[src/rtl/kernel_ctrl_pkg.sv]
`default_nettype none
// ============================================================================
// Module      : kernel_ctrl_pkg
// Description : Register map offsets, CTRL bit positions and AXI4-Lite
//               FSM state types shared by the kernel control slave.
// Revision    : 1.0 - initial release
// ============================================================================
package kernel_ctrl_pkg;

    // Byte offsets of the register map (decode is word-aligned)
    localparam int ADDR_CTRL = 'h00;
    localparam int ADDR_GIE  = 'h04;
    localparam int ADDR_IER  = 'h08;
    localparam int ADDR_ISR  = 'h0C;
    localparam int ADDR_ARG0 = 'h10;

    // Bit positions inside the CTRL register
    localparam int CTRL_START = 0;
    localparam int CTRL_DONE  = 1;
    localparam int CTRL_IDLE  = 2;
    localparam int CTRL_READY = 3;
    localparam int CTRL_AUTO  = 7;

    typedef enum logic [1:0] {
        W_ADDR = 2'd0,
        W_DATA = 2'd1,
        W_RESP = 2'd2
    } wr_state_e;

    typedef enum logic [0:0] {
        R_ADDR = 1'b0,
        R_DATA = 1'b1
    } rd_state_e;

endpackage
`default_nettype wire

[src/rtl/kernel_ctrl_s_axi_if.sv]
`default_nettype none
// ============================================================================
// Module      : kernel_ctrl_s_axi_if
// Description : AXI4-Lite bundle (32-bit data) between host and the kernel
//               control slave.
// Revision    : 1.0 - initial release
// ============================================================================
interface kernel_ctrl_s_axi_if #(
    parameter int ADDR_W = 12
);
    logic              awvalid;
    logic              awready;
    logic [ADDR_W-1:0] awaddr;
    logic              wvalid;
    logic              wready;
    logic [31:0]       wdata;
    logic [3:0]        wstrb;
    logic              bvalid;
    logic              bready;
    logic [1:0]        bresp;
    logic              arvalid;
    logic              arready;
    logic [ADDR_W-1:0] araddr;
    logic              rvalid;
    logic              rready;
    logic [31:0]       rdata;
    logic [1:0]        rresp;

    modport master (
        output awvalid, awaddr, wvalid, wdata, wstrb, bready, arvalid, araddr, rready,
        input  awready, wready, bvalid, bresp, arready, rvalid, rdata, rresp
    );

    modport slave (
        input  awvalid, awaddr, wvalid, wdata, wstrb, bready, arvalid, araddr, rready,
        output awready, wready, bvalid, bresp, arready, rvalid, rdata, rresp
    );
endinterface
`default_nettype wire

[src/rtl/kernel_ctrl_s_axi.sv]
`default_nettype none
// ============================================================================
// Module      : kernel_ctrl_s_axi
// Description : AXI4-Lite slave with kernel CTRL/GIE/IER/ISR registers and
//               64-bit scalar arguments; drives ap_start and the interrupt.
// Revision    : 1.0 - initial release
// ============================================================================
module kernel_ctrl_s_axi
    import kernel_ctrl_pkg::*;
#(
    parameter int C_S_AXI_ADDR_WIDTH = 12,
    parameter int C_S_AXI_DATA_WIDTH = 32,
    parameter int C_NUM_ARGS         = 4
) (
    input  wire logic                      ap_clk,
    input  wire logic                      ap_srst,
    kernel_ctrl_s_axi_if.slave             s_axi,
    output logic                           ap_start,
    input  wire logic                      ap_done,
    input  wire logic                      ap_idle,
    input  wire logic                      ap_ready,
    output logic                           interrupt,
    output logic [64*C_NUM_ARGS-1:0]       args
);

    localparam int c_aw     = C_S_AXI_ADDR_WIDTH;
    localparam int c_strb_w = C_S_AXI_DATA_WIDTH / 8;

    // Byte-lane merge of a write into an existing 32-bit word
    function automatic logic [31:0] strb_merge(input logic [31:0] old_w,
                                               input logic [31:0] new_w,
                                               input logic [3:0]  strb);
        logic [31:0] res;
        res = old_w;
        for (int b = 0; b < c_strb_w; b++) begin
            if (strb[b]) res[8*b +: 8] = new_w[8*b +: 8];
        end
        return res;
    endfunction

    wr_state_e         r_wstate;
    rd_state_e         r_rstate;
    logic              r_awready, r_wready, r_bvalid;
    logic              r_arready, r_rvalid;
    logic [c_aw-3:0]   r_awaddr;
    logic [31:0]       r_rdata;
    logic              r_ap_start, r_done, r_auto, r_gie, r_interrupt;
    logic [1:0]        r_ier, r_isr;

    logic [c_aw-1:0]   w_wr_addr, w_rd_addr;
    logic              w_wr_en, w_rd_en;
    logic              w_ctrl_wr, w_gie_wr, w_ier_wr, w_isr_wr, w_ctrl_rd;
    logic [31:0]       w_ctrl_val, w_rd_data;
    logic [1:0]        w_isr_set, w_isr_tow;
    logic              w_unused_ok;

    // Low address bits carry no meaning in a word-aligned map
    assign w_unused_ok = &{1'b0, s_axi.awaddr[1:0], s_axi.araddr[1:0]};

    assign w_wr_addr = {r_awaddr, 2'b00};
    assign w_rd_addr = {s_axi.araddr[c_aw-1:2], 2'b00};
    assign w_wr_en   = r_wready & s_axi.wvalid;
    assign w_rd_en   = r_arready & s_axi.arvalid;

    // Control registers live in byte lane 0 only
    assign w_ctrl_wr = w_wr_en & s_axi.wstrb[0] & (w_wr_addr == c_aw'(ADDR_CTRL));
    assign w_gie_wr  = w_wr_en & s_axi.wstrb[0] & (w_wr_addr == c_aw'(ADDR_GIE));
    assign w_ier_wr  = w_wr_en & s_axi.wstrb[0] & (w_wr_addr == c_aw'(ADDR_IER));
    assign w_isr_wr  = w_wr_en & s_axi.wstrb[0] & (w_wr_addr == c_aw'(ADDR_ISR));
    assign w_ctrl_rd = w_rd_en & (w_rd_addr == c_aw'(ADDR_CTRL));

    assign w_isr_set = {ap_ready, ap_done} & r_ier;
    assign w_isr_tow = w_isr_wr ? s_axi.wdata[1:0] : 2'b00;

    assign s_axi.awready = r_awready;
    assign s_axi.wready  = r_wready;
    assign s_axi.bvalid  = r_bvalid;
    assign s_axi.bresp   = 2'b00;
    assign s_axi.arready = r_arready;
    assign s_axi.rvalid  = r_rvalid;
    assign s_axi.rdata   = r_rdata;
    assign s_axi.rresp   = 2'b00;
    assign ap_start      = r_ap_start;
    assign interrupt     = r_interrupt;

    // Read-data mux for the address presented on the AR channel
    always_comb begin
        w_ctrl_val             = '0;
        w_ctrl_val[CTRL_START] = r_ap_start;
        w_ctrl_val[CTRL_DONE]  = r_done;
        w_ctrl_val[CTRL_IDLE]  = ap_idle;
        w_ctrl_val[CTRL_READY] = ap_ready;
        w_ctrl_val[CTRL_AUTO]  = r_auto;
        w_rd_data              = '0;
        if (w_rd_addr == c_aw'(ADDR_CTRL)) w_rd_data = w_ctrl_val;
        if (w_rd_addr == c_aw'(ADDR_GIE))  w_rd_data = {31'd0, r_gie};
        if (w_rd_addr == c_aw'(ADDR_IER))  w_rd_data = {30'd0, r_ier};
        if (w_rd_addr == c_aw'(ADDR_ISR))  w_rd_data = {30'd0, r_isr};
        for (int i = 0; i < C_NUM_ARGS; i++) begin
            if (w_rd_addr == c_aw'(ADDR_ARG0 + 8*i))     w_rd_data = args[64*i      +: 32];
            if (w_rd_addr == c_aw'(ADDR_ARG0 + 8*i + 4)) w_rd_data = args[64*i + 32 +: 32];
        end
    end

    // Write channel FSM: address, then data, then response
    always_ff @(posedge ap_clk) begin
        if (ap_srst) begin
            r_wstate  <= W_ADDR;
            r_awready <= 1'b1;
            r_wready  <= 1'b0;
            r_bvalid  <= 1'b0;
            r_awaddr  <= '0;
        end else begin
            case (r_wstate)
                W_ADDR: if (s_axi.awvalid) begin
                    r_awaddr  <= s_axi.awaddr[c_aw-1:2];
                    r_awready <= 1'b0;
                    r_wready  <= 1'b1;
                    r_wstate  <= W_DATA;
                end
                W_DATA: if (s_axi.wvalid) begin
                    r_wready <= 1'b0;
                    r_bvalid <= 1'b1;
                    r_wstate <= W_RESP;
                end
                W_RESP: if (s_axi.bready) begin
                    r_bvalid  <= 1'b0;
                    r_awready <= 1'b1;
                    r_wstate  <= W_ADDR;
                end
                default: begin
                    r_wready  <= 1'b0;
                    r_bvalid  <= 1'b0;
                    r_awready <= 1'b1;
                    r_wstate  <= W_ADDR;
                end
            endcase
        end
    end

    // Read channel FSM: capture data on AR handshake, hold until accepted
    always_ff @(posedge ap_clk) begin
        if (ap_srst) begin
            r_rstate  <= R_ADDR;
            r_arready <= 1'b1;
            r_rvalid  <= 1'b0;
            r_rdata   <= '0;
        end else begin
            case (r_rstate)
                R_ADDR: if (s_axi.arvalid) begin
                    r_rdata   <= w_rd_data;
                    r_arready <= 1'b0;
                    r_rvalid  <= 1'b1;
                    r_rstate  <= R_DATA;
                end
                R_DATA: if (s_axi.rready) begin
                    r_rvalid  <= 1'b0;
                    r_arready <= 1'b1;
                    r_rstate  <= R_ADDR;
                end
                default: begin
                    r_rvalid  <= 1'b0;
                    r_arready <= 1'b1;
                    r_rstate  <= R_ADDR;
                end
            endcase
        end
    end

    // Kernel control, status and interrupt registers
    always_ff @(posedge ap_clk) begin
        if (ap_srst) begin
            r_ap_start  <= 1'b0;
            r_done      <= 1'b0;
            r_auto      <= 1'b0;
            r_gie       <= 1'b0;
            r_ier       <= 2'b00;
            r_isr       <= 2'b00;
            r_interrupt <= 1'b0;
        end else begin
            // A host start request outranks the kernel's ready pulse
            if (w_ctrl_wr && s_axi.wdata[CTRL_START]) r_ap_start <= 1'b1;
            else if (ap_ready && !r_auto)             r_ap_start <= 1'b0;
            // A completion in the same cycle as a CTRL read keeps the flag set
            if (ap_done)        r_done <= 1'b1;
            else if (w_ctrl_rd) r_done <= 1'b0;
            if (w_ctrl_wr) r_auto <= s_axi.wdata[CTRL_AUTO];
            if (w_gie_wr)  r_gie  <= s_axi.wdata[0];
            if (w_ier_wr)  r_ier  <= s_axi.wdata[1:0];
            // Event sets dominate toggle-on-write
            r_isr       <= w_isr_set | (r_isr ^ w_isr_tow);
            r_interrupt <= r_gie & (|r_isr);
        end
    end

    genvar gi;
    for (gi = 0; gi < C_NUM_ARGS; gi++) begin : g_args
        localparam logic [c_aw-1:0] c_lo_addr = c_aw'(ADDR_ARG0 + 8*gi);
        localparam logic [c_aw-1:0] c_hi_addr = c_aw'(ADDR_ARG0 + 8*gi + 4);
        logic [63:0] r_arg;

        // Byte-enabled update of one 64-bit scalar argument
        always_ff @(posedge ap_clk) begin
            if (ap_srst) begin
                r_arg <= '0;
            end else if (w_wr_en && w_wr_addr == c_lo_addr) begin
                r_arg[31:0] <= strb_merge(r_arg[31:0], s_axi.wdata, s_axi.wstrb);
            end else if (w_wr_en && w_wr_addr == c_hi_addr) begin
                r_arg[63:32] <= strb_merge(r_arg[63:32], s_axi.wdata, s_axi.wstrb);
            end
        end

        assign args[64*gi +: 64] = r_arg;
    end

endmodule
`default_nettype wire
[src/flat_wrapper.sv]
// flat-port wrapper written by rule: the top's interface ports become plain ports
module kernel_ctrl_s_axi_flat import kernel_ctrl_pkg::*;
#(
    parameter int C_S_AXI_ADDR_WIDTH = 12,
    parameter int C_S_AXI_DATA_WIDTH = 32,
    parameter int C_NUM_ARGS         = 4
)
  (ap_clk, ap_srst, ap_start, ap_done, ap_idle, ap_ready, interrupt, args, s_axi_awvalid, s_axi_awaddr, s_axi_wvalid, s_axi_wdata, s_axi_wstrb, s_axi_bready, s_axi_arvalid, s_axi_araddr, s_axi_rready, s_axi_awready, s_axi_wready, s_axi_bvalid, s_axi_bresp, s_axi_arready, s_axi_rvalid, s_axi_rdata, s_axi_rresp);
  kernel_ctrl_s_axi_if s_axi_i ();
  input  wire logic ap_clk;
  input  wire logic ap_srst;
  output logic ap_start;
  input  wire logic ap_done;
  input  wire logic ap_idle;
  input  wire logic ap_ready;
  output logic interrupt;
  output logic [64*C_NUM_ARGS-1:0] args;
  input wire logic [$bits(s_axi_i.awvalid)-1:0] s_axi_awvalid;
  input wire logic [$bits(s_axi_i.awaddr)-1:0] s_axi_awaddr;
  input wire logic [$bits(s_axi_i.wvalid)-1:0] s_axi_wvalid;
  input wire logic [$bits(s_axi_i.wdata)-1:0] s_axi_wdata;
  input wire logic [$bits(s_axi_i.wstrb)-1:0] s_axi_wstrb;
  input wire logic [$bits(s_axi_i.bready)-1:0] s_axi_bready;
  input wire logic [$bits(s_axi_i.arvalid)-1:0] s_axi_arvalid;
  input wire logic [$bits(s_axi_i.araddr)-1:0] s_axi_araddr;
  input wire logic [$bits(s_axi_i.rready)-1:0] s_axi_rready;
  output wire logic [$bits(s_axi_i.awready)-1:0] s_axi_awready;
  output wire logic [$bits(s_axi_i.wready)-1:0] s_axi_wready;
  output wire logic [$bits(s_axi_i.bvalid)-1:0] s_axi_bvalid;
  output wire logic [$bits(s_axi_i.bresp)-1:0] s_axi_bresp;
  output wire logic [$bits(s_axi_i.arready)-1:0] s_axi_arready;
  output wire logic [$bits(s_axi_i.rvalid)-1:0] s_axi_rvalid;
  output wire logic [$bits(s_axi_i.rdata)-1:0] s_axi_rdata;
  output wire logic [$bits(s_axi_i.rresp)-1:0] s_axi_rresp;
  assign s_axi_i.awvalid = s_axi_awvalid;
  assign s_axi_i.awaddr = s_axi_awaddr;
  assign s_axi_i.wvalid = s_axi_wvalid;
  assign s_axi_i.wdata = s_axi_wdata;
  assign s_axi_i.wstrb = s_axi_wstrb;
  assign s_axi_i.bready = s_axi_bready;
  assign s_axi_i.arvalid = s_axi_arvalid;
  assign s_axi_i.araddr = s_axi_araddr;
  assign s_axi_i.rready = s_axi_rready;
  assign s_axi_awready = s_axi_i.awready;
  assign s_axi_wready = s_axi_i.wready;
  assign s_axi_bvalid = s_axi_i.bvalid;
  assign s_axi_bresp = s_axi_i.bresp;
  assign s_axi_arready = s_axi_i.arready;
  assign s_axi_rvalid = s_axi_i.rvalid;
  assign s_axi_rdata = s_axi_i.rdata;
  assign s_axi_rresp = s_axi_i.rresp;
  kernel_ctrl_s_axi #(.C_S_AXI_ADDR_WIDTH(C_S_AXI_ADDR_WIDTH), .C_S_AXI_DATA_WIDTH(C_S_AXI_DATA_WIDTH), .C_NUM_ARGS(C_NUM_ARGS)) u_core (.ap_clk(ap_clk), .ap_srst(ap_srst), .s_axi(s_axi_i), .ap_start(ap_start), .ap_done(ap_done), .ap_idle(ap_idle), .ap_ready(ap_ready), .interrupt(interrupt), .args(args));
endmodule
[config.mk]
export PLATFORM = sky130hd
export DESIGN_NAME = kernel_ctrl_s_axi_flat
export DESIGN_NICKNAME = d
export VERILOG_FILES = /design/src/rtl/kernel_ctrl_pkg.sv /design/src/rtl/kernel_ctrl_s_axi_if.sv /design/src/rtl/kernel_ctrl_s_axi.sv /design/src/flat_wrapper.sv
export SDC_FILE = /design/constraint.sdc
export NUM_CORES = 1
export LEC_CHECK = 0
export CAP_MARGIN = 40
export CORE_UTILIZATION = 30
export DETAILED_ROUTE_END_ITERATION = 6
export GPL_TIMING_DRIVEN = 0
export MAX_ROUTING_LAYER = met4
export PLACE_DENSITY = 0.5
export SYNTH_ARGS = -nofsm -noshare
export SYNTH_HDL_FRONTEND = slang
export SYNTH_SLANG_ARGS = --single-unit
export TNS_END_PERCENT = 100
[constraint.sdc]
create_clock -name ap_clk -period 2.7 [get_ports ap_clk]
set_clock_uncertainty 0.15 [all_clocks]
set_input_delay 0.54 -clock ap_clk [delete_from_list [all_inputs] [get_ports ap_clk]]
set_output_delay 0.54 -clock ap_clk [all_outputs]
set_load 0.05 [all_outputs]
==> metrics.log <==
INFO  metric cts-buffers-inserted = 37
INFO  metric cts_hold_fix_bufs = 0
INFO  metric finalInstanceArea = 19200 um^2
INFO  metric leakage = 6.26 nW
INFO  metric multi_input_area = 6940 um^2
INFO  metric cell_type_of_the_slowest_stage_on_the_worst_timing_path = nor2_1
INFO  metric top_achievable_clock_speed = about 370 MHz
INFO  metric first_global_vias = around 14k
INFO  metric synth-seq-cells = 315
INFO  metric r2r_start = u_core.r_awaddr[3]
INFO  metric post-layout-total-power = ~11 mW
INFO  metric synth_top_family_by_area = simple AND/OR/NAND/NOR gates
INFO  metric core_ar = between 40000 and 50000 um^2
INFO  metric tritoncts_num_sinks = 315
INFO  metric fin_hold_ws = 141 ps
INFO  metric maxSlewViolCount = 0
INFO  metric whs_path_depth = 3
INFO  metric fp-row-count = slightly below 80
INFO  metric layoutNonFillerInstCount = about 2.7k
INFO  metric chipWidth = around 220 um
INFO  metric count_of_different_cell_masters_after_synthesis = 59
INFO  metric syn_to_final_growth = 39.6%
INFO  metric gpl.final_weighted_congestion = a little over 0.9
INFO  metric global_route_wire_length_before_repair = around 98 mm
INFO  metric timing.hold.worst.class = input port to flop
INFO  metric power_report.internal_total = 7.92 mW
INFO  metric critPathLaunchType = input port
INFO  metric layout.area.seq = ~6300 um^2
INFO  metric seq_area_frac_synth = ~46%
INFO  metric synthSimpleGateAreaFrac = just over 20%
INFO  metric synthXorXnorAreaFrac = 0.127%
INFO  metric worst_ir_drop_vdd = 0.296 mV
INFO  metric cts-htree-levels = 2
INFO  metric critical_path.max_stage_delay = 590 ps
INFO  metric fillers = approximately 4.6k
INFO  metric setup.reg_to_reg.worst_slack = 90 ps
INFO  metric via_per_inst = around 5.4
INFO  metric grt_antenna_before_repair = 4
INFO  metric clockRootBuffer = clkbuf_16
INFO  metric grt_max_degree = 14
INFO  metric hpwl = between 50 and 60 mm
INFO  metric place_inst = around 2.6k
INFO  metric whs_endpoint = u_core.g_args[2].r_arg[25]
INFO  metric slew_headroom = slightly above 40%
INFO  metric final_net_count = ~2.1k
INFO  metric chipHeight = 216 um
INFO  metric syn-cell-area = roughly 14000 um^2
INFO  metric mean_instance_size_in_the_synthesized_netlist = 8.21 um^2
INFO  metric power.net_switching = between 2 and 3 mW
INFO  metric post_cts_buffers = 0
INFO  metric critical_path.cell_chain = clkdlybuf4s50_1, nor4b_4, buf_4, nand3_1, nor2_1, nand2_1, a21oi_1
INFO  metric rsz0062_at_grt = yes
INFO  metric post_route_cells_drive_above_1_share = 12.0%
INFO  metric detail_route.wirelength = 69.3 mm
INFO  metric share_seq_of_total_power = 44.2%
INFO  metric outcome = finished clean
INFO  metric post_synth_mux_area_share = under 10%
INFO  metric finalCritPeriodShare = between 90% and 100%
INFO  metric synthesis.yosys.warnings = 0
INFO  metric timing.hold.worst.start = s_axi_wdata[25]
INFO  metric worst_pin_slew = 895 ps
INFO  metric insertion_delay = approximately 550 ps
INFO  metric antenna_left = 0
INFO  metric clock_power_share = between 40% and 50%
INFO  metric first_pass_iters = 6
INFO  metric timing_hold_violations_final = 0
INFO  metric synth_fa_ha_area_share = 0%
INFO  metric critPathTopFamily = simple AND/OR/NAND/NOR gates
INFO  metric dr_total_vias = about 15k
INFO  metric arrival = 2990 ps
INFO  metric wl_per_cell = around 26 um
INFO  metric critPathRequiredTime = between 3000 and 4000 ps
INFO  metric dr.first_iter.drc_count = between 1k and 1.5k
INFO  metric initial_utilization = between 30 and 40%
INFO  metric power.share.combinational = under 10%
INFO  metric setup_viol = 0
INFO  metric synth_flop_cell = dfxtp_1
INFO  metric clkTransAtPathRegs = about 60 ps
INFO  metric ctsLongestPathBuffers = 3
INFO  metric tritoncts = yes
INFO  metric async_flop_share = 0%
INFO  metric swShare = around a quarter
INFO  metric die_area = 46800 um^2
INFO  metric crit_path_max_fanout = 10
INFO  metric classification_of_the_worst_setup_path = input port to flop
INFO  metric residual_drc = 0
INFO  metric detailed_place.area = ~18000 um^2
INFO  metric timing.reg2reg.worst_path_depth = 6
INFO  metric reg2reg_to = u_core.g_args[3].r_arg[54]
INFO  metric cp.buffers_inverters = 2
INFO  metric end_kind = flop
INFO  metric synth-edff-count = 0
INFO  metric io_buffers = roughly 330
INFO  metric grt_util_all_layers = slightly below 30%
INFO  metric power_per_cell_area = ~550 nW/um^2
INFO  metric synth-compound-area-share = around 19%
INFO  metric min_cycle_time_layout = 2670 ps
INFO  metric synth_cells = ~1.7k
INFO  metric timing.max_cap.violations = 0
INFO  metric global_route.overflow_total = 0
INFO  metric io-pin-count = 369
## placed cells by master, fill, tap and decap left out, types with 6 or more instances in the layout
master / Yosys / routed
mux4_2: 24 / 24
buf_2: 28 / 22
nand3_1: 59 / 48
nor2_2: 7 / 18
a31oi_1: 8 / 8
clkbuf_16: 0 / 37
clkdlybuf4s50_1: 0 / 327
buf_4: 9 / 11
clkbuf_8: 0 / 7
nand2_1: 411 / 411
nor3_1: 22 / 22
nand3_2: 3 / 13
mux2_2: 30 / 30
nor2b_1: 9 / 8
nand2b_1: 9 / 9
clkbuf_1: 70 / 77
nor2_1: 99 / 84
dfxtp_1: 315 / 315
mux2i_1: 46 / 46
o31a_1: 19 / 19
inv_1: 8 / 8
o21ai_0: 92 / 92
o221a_2: 22 / 22
clkbuf_2: 28 / 31
buf_6: 1 / 6
a21oi_1: 274 / 274
## registers in the layout (all words and copies together) (netlist names), 2 cells and up
signal / cells
u_core.r_awaddr: 10
u_core.s_axi.rdata: 32
u_core.r_ier: 2
u_core.g_args.r_arg: 256
u_core.r_isr: 2
u_core.r_wstate: 2
## Yosys cell counts (3+ instances only)
master     instances  share of area (%)
nor3_1            22               0.80
nor3b_1            3               0.16
a221o_1            3               0.22
o221ai_1           3               0.19
buf_2             28                1.0
nand2_1          411                 11
o41ai_1            3               0.19
a2111oi_0          4               0.25
a21oi_1          274                 10
o221a_2           22                1.8
dfxtp_1          315                 46
nand4_1            5               0.23
nand3_2            3               0.22
o21bai_1           3               0.16
o32a_1             3               0.22
clkbuf_2          28                1.0
nand2b_1           9               0.41
o31a_1            19                1.2
buf_4              9               0.49
buf_1              5               0.14
nor2_1            99                2.7
nand3_1           59                2.1
mux2_2            30                2.5
mux4_2            24                3.9
o2bb2ai_1          4               0.25
clkbuf_1          70                1.9
inv_1              8               0.22
mux2i_1           46                3.3
and3_1             3               0.14
nor2_2             7               0.32
o21a_1             3               0.16
and2_1             4               0.18
nor2b_1            9               0.41
a31oi_1            8               0.36
o21ai_0           92                3.3
a211oi_1           5               0.27
and2_0             3               0.14
a311o_1            3               0.22
## area by class of cell
cell class                      count  share of cell area [%]
Timing Repair Buffer              331                    17.3
Multi-Input combinational cell   1215                    36.1
Buffer                            141                    3.51
Antenna cell                        3                  0.0391
Clock inverter                      9                   0.671
Sequential cell                   315                    32.8
Clock buffer                       54                    5.51
Tap cell                          600                    3.91
Inverter                            8                   0.156
## layer usage
| layer | track usage, % | vias to the layer above | share of wire [%] |
|---|---|---|---|
| li1 | - | 6577 | - |
| met1 | 39.6 | 7147 | 44 |
| met2 | 45.4 | 724 | 45 |
| met3 | 4.73 | 110 | 7.7 |
| met4 | 9.79 | 0 | 3.1 |
| met5 | - | - | 0 |
## through the flow
stage                     utilization [%]  TNS [ps]  setup WS, ps
after floorplan                         -         0           468
after global placement               39.3   -139350         -1090
after detailed placement             39.4   -148460         -1140
after CTS                            42.2     -33.3         -17.9
after global routing                 42.4     -35.4         -15.3
final                                42.4         0          26.5
## tightest hold or removal path: cells and delay by family
family	cells	cell delay (ps)
compound gates	1	50
buf+inv	1	150
simple gates	1	60
## repair_timing
| action | CTS | global route |
|---|---|---|
| resized for setup | 23 | 30 |
| endpoints found under the setup margin | 113 | 85 |
| pin swaps | 0 | 1 |
| cloned | 0 | 0 |
## power by group through the flow
stage	Clock [mW]	Combinational, mW	Sequential (mW)
3_3_place_gp	0	0.830	4.81
4_1_cts	5.10	0.852	4.71
6_report	5.07	0.878	4.71
2_1_floorplan	0	0.407	4.85
3_5_place_dp	0	0.842	4.81
5_1_grt	5.31	0.907	4.71
## how the worst max path moves through the flow
| stage | from | slack (ps) | cells past startpoint | endpoint |
|---|---|---|---|---|
| floorplan | u_core.s_axi.wready | 470 | 6 | u_core.g_args[3].r_arg[61] |
| global placement | s_axi_araddr[4] | -1090 | 8 | u_core.s_axi.rdata[5] |
| detailed placement | s_axi_araddr[4] | -1140 | 8 | u_core.s_axi.rdata[5] |
| CTS | s_axi_wvalid | -20 | 7 | u_core.g_args[3].r_arg[5] |
| global route | s_axi_wvalid | -20 | 7 | u_core.g_args[3].r_arg[8] |
| finish | s_axi_wvalid | 30 | 7 | u_core.g_args[1].r_arg[40] |
## kinds of logic after synthesis
logic type / count (synthesis)
simple gates: 651
compound gates: 458
flops: 315
buf+inv: 149
mux: 100
xor+xnor: 2
other cells: 1
No activity file was read; power rests on OpenSTA's default activity.
